`config.mk`:
```
export PLATFORM = sky130hd
export DESIGN_NAME = capture_sequencer
export DESIGN_NICKNAME = d
export VERILOG_FILES = /design/src/rtl/capture_pkg.sv /design/src/rtl/trig_detect.sv /design/src/rtl/capture_sequencer.sv
export SDC_FILE = /design/constraint.sdc
export NUM_CORES = 1
export LEC_CHECK = 0
export CORE_ASPECT_RATIO = 1.5
export CORE_MARGIN = 4
export CORE_UTILIZATION = 40
export CTS_CLUSTER_SIZE = 12
export DETAILED_ROUTE_END_ITERATION = 8
export DONT_BUFFER_PORTS = 1
export PLACE_DENSITY = 0.57
export SLEW_MARGIN = 0
export SYNTH_ARGS = -nofsm -noshare
export SYNTH_HDL_FRONTEND = slang
export SYNTH_HIERARCHICAL = 1
export SYNTH_SLANG_ARGS = --single-unit
export TNS_END_PERCENT = 1
```
`constraint.sdc`:
```
create_clock -name clock -period 4.3 [get_ports clock]
set_input_delay 1.075 -clock clock [delete_from_list [all_inputs] [get_ports clock]]
set_output_delay 1.075 -clock clock [all_outputs]
set_load 0.1 [all_outputs]
```
`src/rtl/capture_pkg.sv`:
```
// capture_pkg: shared FSM states, address width
// and modulo-DEPTH pointer arithmetic.
package capture_pkg;

  localparam int ADDR_W = 10;

  typedef logic [ADDR_W-1:0] addr_t;
  typedef logic [ADDR_W:0]   cnt_t;
  typedef logic [2:0]        state_t;

  localparam state_t ST_IDLE  = 3'd0;
  localparam state_t ST_PRE   = 3'd1;
  localparam state_t ST_ARMED = 3'd2;
  localparam state_t ST_POST  = 3'd3;
  localparam state_t ST_DONE  = 3'd4;

  // (a + b) mod depth, with a, b < depth.
  function automatic addr_t wrap_add(
    input addr_t a,
    input addr_t b,
    input cnt_t  depth
  );
    cnt_t s;
    s = {1'b0, a} + {1'b0, b};
    if (s >= depth) s = s - depth;
    return s[ADDR_W-1:0];
  endfunction

  // (a - b) mod depth, with a, b < depth.
  function automatic addr_t wrap_sub(
    input addr_t a,
    input addr_t b,
    input cnt_t  depth
  );
    cnt_t d;
    if (a >= b) d = {1'b0, a} - {1'b0, b};
    else        d = {1'b0, a} + depth - {1'b0, b};
    return d[ADDR_W-1:0];
  endfunction

endpackage

```
`src/rtl/trig_detect.sv`:
```
// trig_detect: remembers the previous sample and
// flags a level crossing on the current tick.
module trig_detect
  import capture_pkg::*;
#(
  parameter int SAMPLE_W = 12
) (
  input  logic                clock,
  input  logic                reset_n,
  input  logic                sample_tick,
  input  logic [SAMPLE_W-1:0] sample_data,
  input  logic [SAMPLE_W-1:0] trig_level,
  input  logic                trig_falling,
  output logic                edge_hit
);

  logic [SAMPLE_W-1:0] prev;

  // Track the last sample seen on any tick.
  always_ff @(posedge clock or negedge reset_n) begin
    if (!reset_n)         prev <= '0;
    else if (sample_tick) prev <= sample_data;
  end

  // Crossing test between prev and the live sample.
  always_comb begin
    edge_hit = 1'b0;
    if (sample_tick) begin
      if (trig_falling)
        edge_hit = (prev >= trig_level) &&
                   (trig_level > sample_data);
      else
        edge_hit = (prev < trig_level) &&
                   (trig_level <= sample_data);
    end
  end

endmodule

```
`src/rtl/capture_sequencer.sv`:
```
// capture_sequencer: pre/post-trigger frame capture.
// Define CAPTURE_AUTO_TRIG_EN for timeout-forced capture.
module capture_sequencer
  import capture_pkg::*;
#(
  parameter int SAMPLE_W     = 12,
  parameter int DEPTH        = 640,
  parameter int PRETRIG      = 64,
  parameter int AUTO_TIMEOUT = 2048
) (
  input  logic                clock,
  input  logic                reset_n,
  input  logic                sample_tick,
  input  logic [SAMPLE_W-1:0] sample_data,
  input  logic [SAMPLE_W-1:0] trig_level,
  input  logic                trig_falling,
  input  logic                single,
  input  logic                arm,
  input  logic                hold,
  input  logic                frame_ack,
  output logic                wr_en,
  output logic [ADDR_W-1:0]   wr_addr,
  output logic [SAMPLE_W-1:0] wr_data,
  output logic [ADDR_W-1:0]   start_addr,
  output logic                frame_valid,
  output logic                triggered,
  output logic                busy
);

  localparam cnt_t  DEPTH_C   = cnt_t'(DEPTH);
  localparam addr_t PRE_C     = addr_t'(PRETRIG);
  localparam addr_t PRE_LAST  = addr_t'(PRETRIG - 1);
  localparam addr_t POST_LAST = addr_t'(DEPTH - PRETRIG - 1);

  state_t state;
  logic   boot;
  addr_t  wptr;
  addr_t  trig_addr;
  addr_t  pre_cnt;
  addr_t  post_cnt;
  logic   edge_hit;
  logic   to_hit;
  logic   capturing;

  assign capturing = (state == ST_PRE) ||
                     (state == ST_ARMED) ||
                     (state == ST_POST);
  assign busy = capturing;

  trig_detect #(
    .SAMPLE_W(SAMPLE_W)
  ) u_trig (
    .clock        (clock),
    .reset_n      (reset_n),
    .sample_tick  (sample_tick),
    .sample_data  (sample_data),
    .trig_level   (trig_level),
    .trig_falling (trig_falling),
    .edge_hit     (edge_hit)
  );

`ifdef CAPTURE_AUTO_TRIG_EN
  localparam int TO_W = $clog2(AUTO_TIMEOUT + 1);
  localparam logic [TO_W-1:0] TO_LAST =
    TO_W'(AUTO_TIMEOUT - 1);

  logic [TO_W-1:0] to_cnt;

  // Ticks spent in ARMED; zero on every entry.
  always_ff @(posedge clock or negedge reset_n) begin
    if (!reset_n)               to_cnt <= '0;
    else if (state != ST_ARMED) to_cnt <= '0;
    else if (sample_tick)       to_cnt <= to_cnt + 1'b1;
  end

  assign to_hit = sample_tick && (to_cnt == TO_LAST);
`else
  assign to_hit = 1'b0;
`endif

  // Sample buffer write port, one cycle behind the tick.
  always_ff @(posedge clock or negedge reset_n) begin
    if (!reset_n) begin
      wr_en   <= 1'b0;
      wr_addr <= '0;
      wr_data <= '0;
      wptr    <= '0;
    end else begin
      wr_en <= 1'b0;
      if (sample_tick && capturing) begin
        wr_en   <= 1'b1;
        wr_addr <= wptr;
        wr_data <= sample_data;
        wptr    <= wrap_add(wptr, addr_t'(1), DEPTH_C);
      end
    end
  end

  // Frame FSM: fill history, hunt trigger, fill tail, hand off.
  always_ff @(posedge clock or negedge reset_n) begin
    if (!reset_n) begin
      state       <= ST_IDLE;
      boot        <= 1'b1;
      pre_cnt     <= '0;
      post_cnt    <= '0;
      trig_addr   <= '0;
      start_addr  <= '0;
      frame_valid <= 1'b0;
      triggered   <= 1'b0;
    end else begin
      boot <= 1'b0;
      if (arm && (state != ST_IDLE)) begin
        state       <= ST_PRE;
        pre_cnt     <= '0;
        triggered   <= 1'b0;
        frame_valid <= 1'b0;
      end else begin
        unique case (1'b1)
          (state == ST_IDLE): begin
            if (boot || (arm && single)) begin
              state     <= ST_PRE;
              pre_cnt   <= '0;
              triggered <= 1'b0;
            end
          end
          (state == ST_PRE): begin
            if (sample_tick) begin
              if (pre_cnt == PRE_LAST) begin
                state   <= ST_ARMED;
                pre_cnt <= '0;
              end else begin
                pre_cnt <= pre_cnt + 1'b1;
              end
            end
          end
          (state == ST_ARMED): begin
            if (sample_tick && (edge_hit || to_hit)) begin
              trig_addr <= wptr;
              triggered <= edge_hit;
              if (POST_LAST == '0) begin
                state       <= ST_DONE;
                frame_valid <= 1'b1;
                start_addr  <=
                  wrap_sub(wptr, PRE_C, DEPTH_C);
              end else begin
                state    <= ST_POST;
                post_cnt <= addr_t'(1);
              end
            end
          end
          (state == ST_POST): begin
            if (sample_tick) begin
              if (post_cnt == POST_LAST) begin
                state       <= ST_DONE;
                frame_valid <= 1'b1;
                start_addr  <=
                  wrap_sub(trig_addr, PRE_C, DEPTH_C);
              end else begin
                post_cnt <= post_cnt + 1'b1;
              end
            end
          end
          (state == ST_DONE): begin
            if (frame_ack && !hold) begin
              frame_valid <= 1'b0;
              if (single) begin
                state <= ST_IDLE;
              end else begin
                state     <= ST_PRE;
                pre_cnt   <= '0;
                triggered <= 1'b0;
              end
            end
          end
          default: state <= ST_IDLE;
        endcase
      end
    end
  end

endmodule
```
==> summary.txt <==
setup bufs post-CTS = 0
Max Freq = 269 MHz
CTS tree = done
CP peak stage delay = 380 ps
largest net degree at the start of global routing = 92
Final TNS setup = 0 ps
post-synthesis register bit count = 91
max_cap viols = 0
routed length per instance = 15.9 µm
CP required = 4520 ps
clk_skew = 9.88 ps
post-route DRC violation count = 0
yosys warns = 6
Setup violations, final = 0
Resize count post-CTS = 0
starting density of the core = 41.1%
Die H = 144 µm
CP max-delay cell = a31oi_2
clk sinks = 91
final hold vios = 0
hold slack final = 429 ps
Async SR Flop Fraction = 100%
total CTS buffers = 9
DIE WIDTH = 98.7 µm
GR Layer Usage met2 = 28.9%
ANT nets after route = 0
status = complete, no violations
n_diodes = 0
initial DRC count = 146
Total Die Area = 14200 µm²
Slew Limit Fails = 0
global route overflow = 0
clock latency on the worst-skew pair = 340 ps
drt via density = 5.35
clk buf depth = 2
mapped cell area = 4940 µm²
CTS H-tree lvls = 3
nets@finish = 582
clk root buf = clkbuf_16
worst slew pin tran = 994 ps
WS Path Type = in -> reg
Rel. slew slack = 33.2%
hold buffer count at CTS = 0
CP arrival = 3940 ps
Placer Congestion = 0.824
DR pass1 iterations = 4
synth unique cells = 61
final worst slack = 576 ps
peak supply drop = 0.557 mV
EDFF count, synth = 0
worst path cell trace = inv_1, ha_1, nor2b_4, o211ai_2, a211oi_1, or3_1, or3b_1, mux2i_1, o21ai_0, or3_1, a31oi_2, nand4_1, xor2_1, nor2_1
worst min path class = in -> async
# IOs = 68
Total GRT Usage = 16.1%
total power = 3.41 mW
CP Launch Type = input pin
nature of the critical path endpoint = flop
Port Buf Inserts = 0
syn_nets = 594
RSZ-0062 raised after global routing = no
pre-CTS setup slack = 167 ps
register area share after synthesis = 46.1%
first-pass GRT wire length = 18400 µm
ratio of cells with drive above 1 in the final layout = 9.56%
grt met3 use = 3.81%
fillcell total = 1219
grt met1 use = 18.2%
power per cell area = 635 nW/µm²
Max Fanout on Critical Path = 10
core area = 12000 µm²
Avg Inst Size Synth = 9.32 µm²
Leak Pwr = 2.66 nW
DR vias = 3618
Main synth FF type = dfrtp_1
Clock transition at path regs = 70 ps
Final min period = 3720 ps
Top cell by count, worst path = or3_1
vias in the first global route = 3740
FP Rows = 49
cell count after synthesis = 530
busiest grt layer = met2
antenna violations before repair = 0
final WL = 10700 µm
post-DP HPWL = 7790 µm
Layout area overhead = 8.72%
Final Cycle Share = 86.6%
## path summary, 6_finish.rpt
| kind | from | endpoint | slack (ps) | depth (start not counted) |
|---|---|---|---|---|
| worst max-delay path | trig_level[1] | post_cnt[3] | 580 | 14 |
| worst min-delay path | reset_n | post_cnt[9] | 430 | 0 |
| worst max register to register | u_trig/prev[1] | post_cnt[3] | 950 | 13 |
| worst min register to register | pre_cnt[5] | pre_cnt[5] | 480 | 1 |
| max in group asynchronous | reset_n | boot | 3670 | 0 |
| min in group clock | pre_cnt[5] | pre_cnt[5] | 480 | 1 |
## state kept, by name, indices dropped and copies added, names as in the netlist
signal       cells
wr_data         12
triggered        1
u_trig/prev     12
trig_addr       10
pre_cnt         10
wptr            10
state            3
wr_addr         10
start_addr      10
wr_en            1
boot             1
post_cnt        10
frame_valid      1
## cells by family after synthesis
| logic type | Yosys count | synth area share, % |
|---|---|---|
| adder cells (fa/ha/maj) | 32 | 8.11 |
| buffers and inverters | 57 | 4.74 |
| AND/OR/NAND/NOR | 232 | 22.0 |
| AO/OA/AOI/OAI | 76 | 10.5 |
| other | 1 | 0.0759 |
| flip-flops | 91 | 46.1 |
| XOR/XNOR | 21 | 3.88 |
| multiplexers | 20 | 4.53 |
## critical path, delay by kind of cell
family / cells / cell delay [ps]
buf+inv: 1 / 20
simple gates: 6 / 1420
fa+ha+maj: 1 / 300
mux: 1 / 250
compound gates: 4 / 710
xor+xnor: 1 / 160
## cells in the mapped netlist (all sizes together), types with 3 or more instances
cell    instances  area share, %
nand4          11            1.4
or3             4           0.51
mux2           19            4.3
xnor2          10            1.9
a21oi          10            1.0
nor2           25            1.9
nor3            6           0.61
clkbuf         16            1.2
and2            4           0.51
buf            11            1.2
and2b           4           0.61
and3           11            1.5
a211oi          3           0.46
o211ai          4           0.71
dfrtp          90             46
xor2           11            2.0
o21ai          26            2.6
nor2b           3           0.53
or2             3           0.38
nand2         123            9.3
inv            30            2.3
a31oi           4           0.63
nor4            4           0.51
o31ai          10            1.5
nand3          20            2.0
ha             32            8.1
nand2b          4           0.51
a32oi           3           0.53
a21o            3           0.46
## cell usage in the layout (no fill, tap or decap), types with 6 or more instances in the layout
cell / Yosys / final
mux2_2: 18 / 18
clkbuf_16: 0 / 9
xor2_1: 11 / 11
dfrtp_1: 90 / 90
nand2_1: 123 / 123
o31ai_1: 10 / 10
xnor2_1: 9 / 9
and3_1: 10 / 10
nand4_1: 11 / 11
a21oi_1: 10 / 10
ha_1: 32 / 32
inv_1: 29 / 29
nor2_1: 25 / 24
nor3_1: 6 / 6
o21ai_0: 26 / 26
nand3_1: 20 / 20
## final cells by class
class	count	area, µm²	share of cell area [%]
multi-input combinational	382	2430	45.2
clock buffer	11	243	4.52
tap	153	191	3.57
timing repair buffer	4	30.0	0.559
sequential	91	2280	42.4
inverter	30	113	2.10
clock inverter	5	85.1	1.58
## per-layer routing
metal,routed length [µm],vias to the layer above
li1,-,1788
met1,4290,1735
met2,5610,81
met3,633,14
met4,212,0
met5,0,-
## metrics by stage
stage / instances / instance area (µm²) / utilization (%)
floorplan: 530 / 4940 / -
global placement: 660 / 5040 / 42.0
global route: 676 / 5370 / 44.7
detailed placement: 660 / 5040 / 42.0
CTS: 676 / 5370 / 44.7
finish: 676 / 5370 / 44.7
## where the power goes
group / switching (mW) / total (mW) / internal, mW
Sequential: 0.873 / 1.89 / 1.02
Clock: 0.344 / 0.873 / 0.529
Combinational: 0.392 / 0.643 / 0.251
Power figures use the tool's default switching activity.
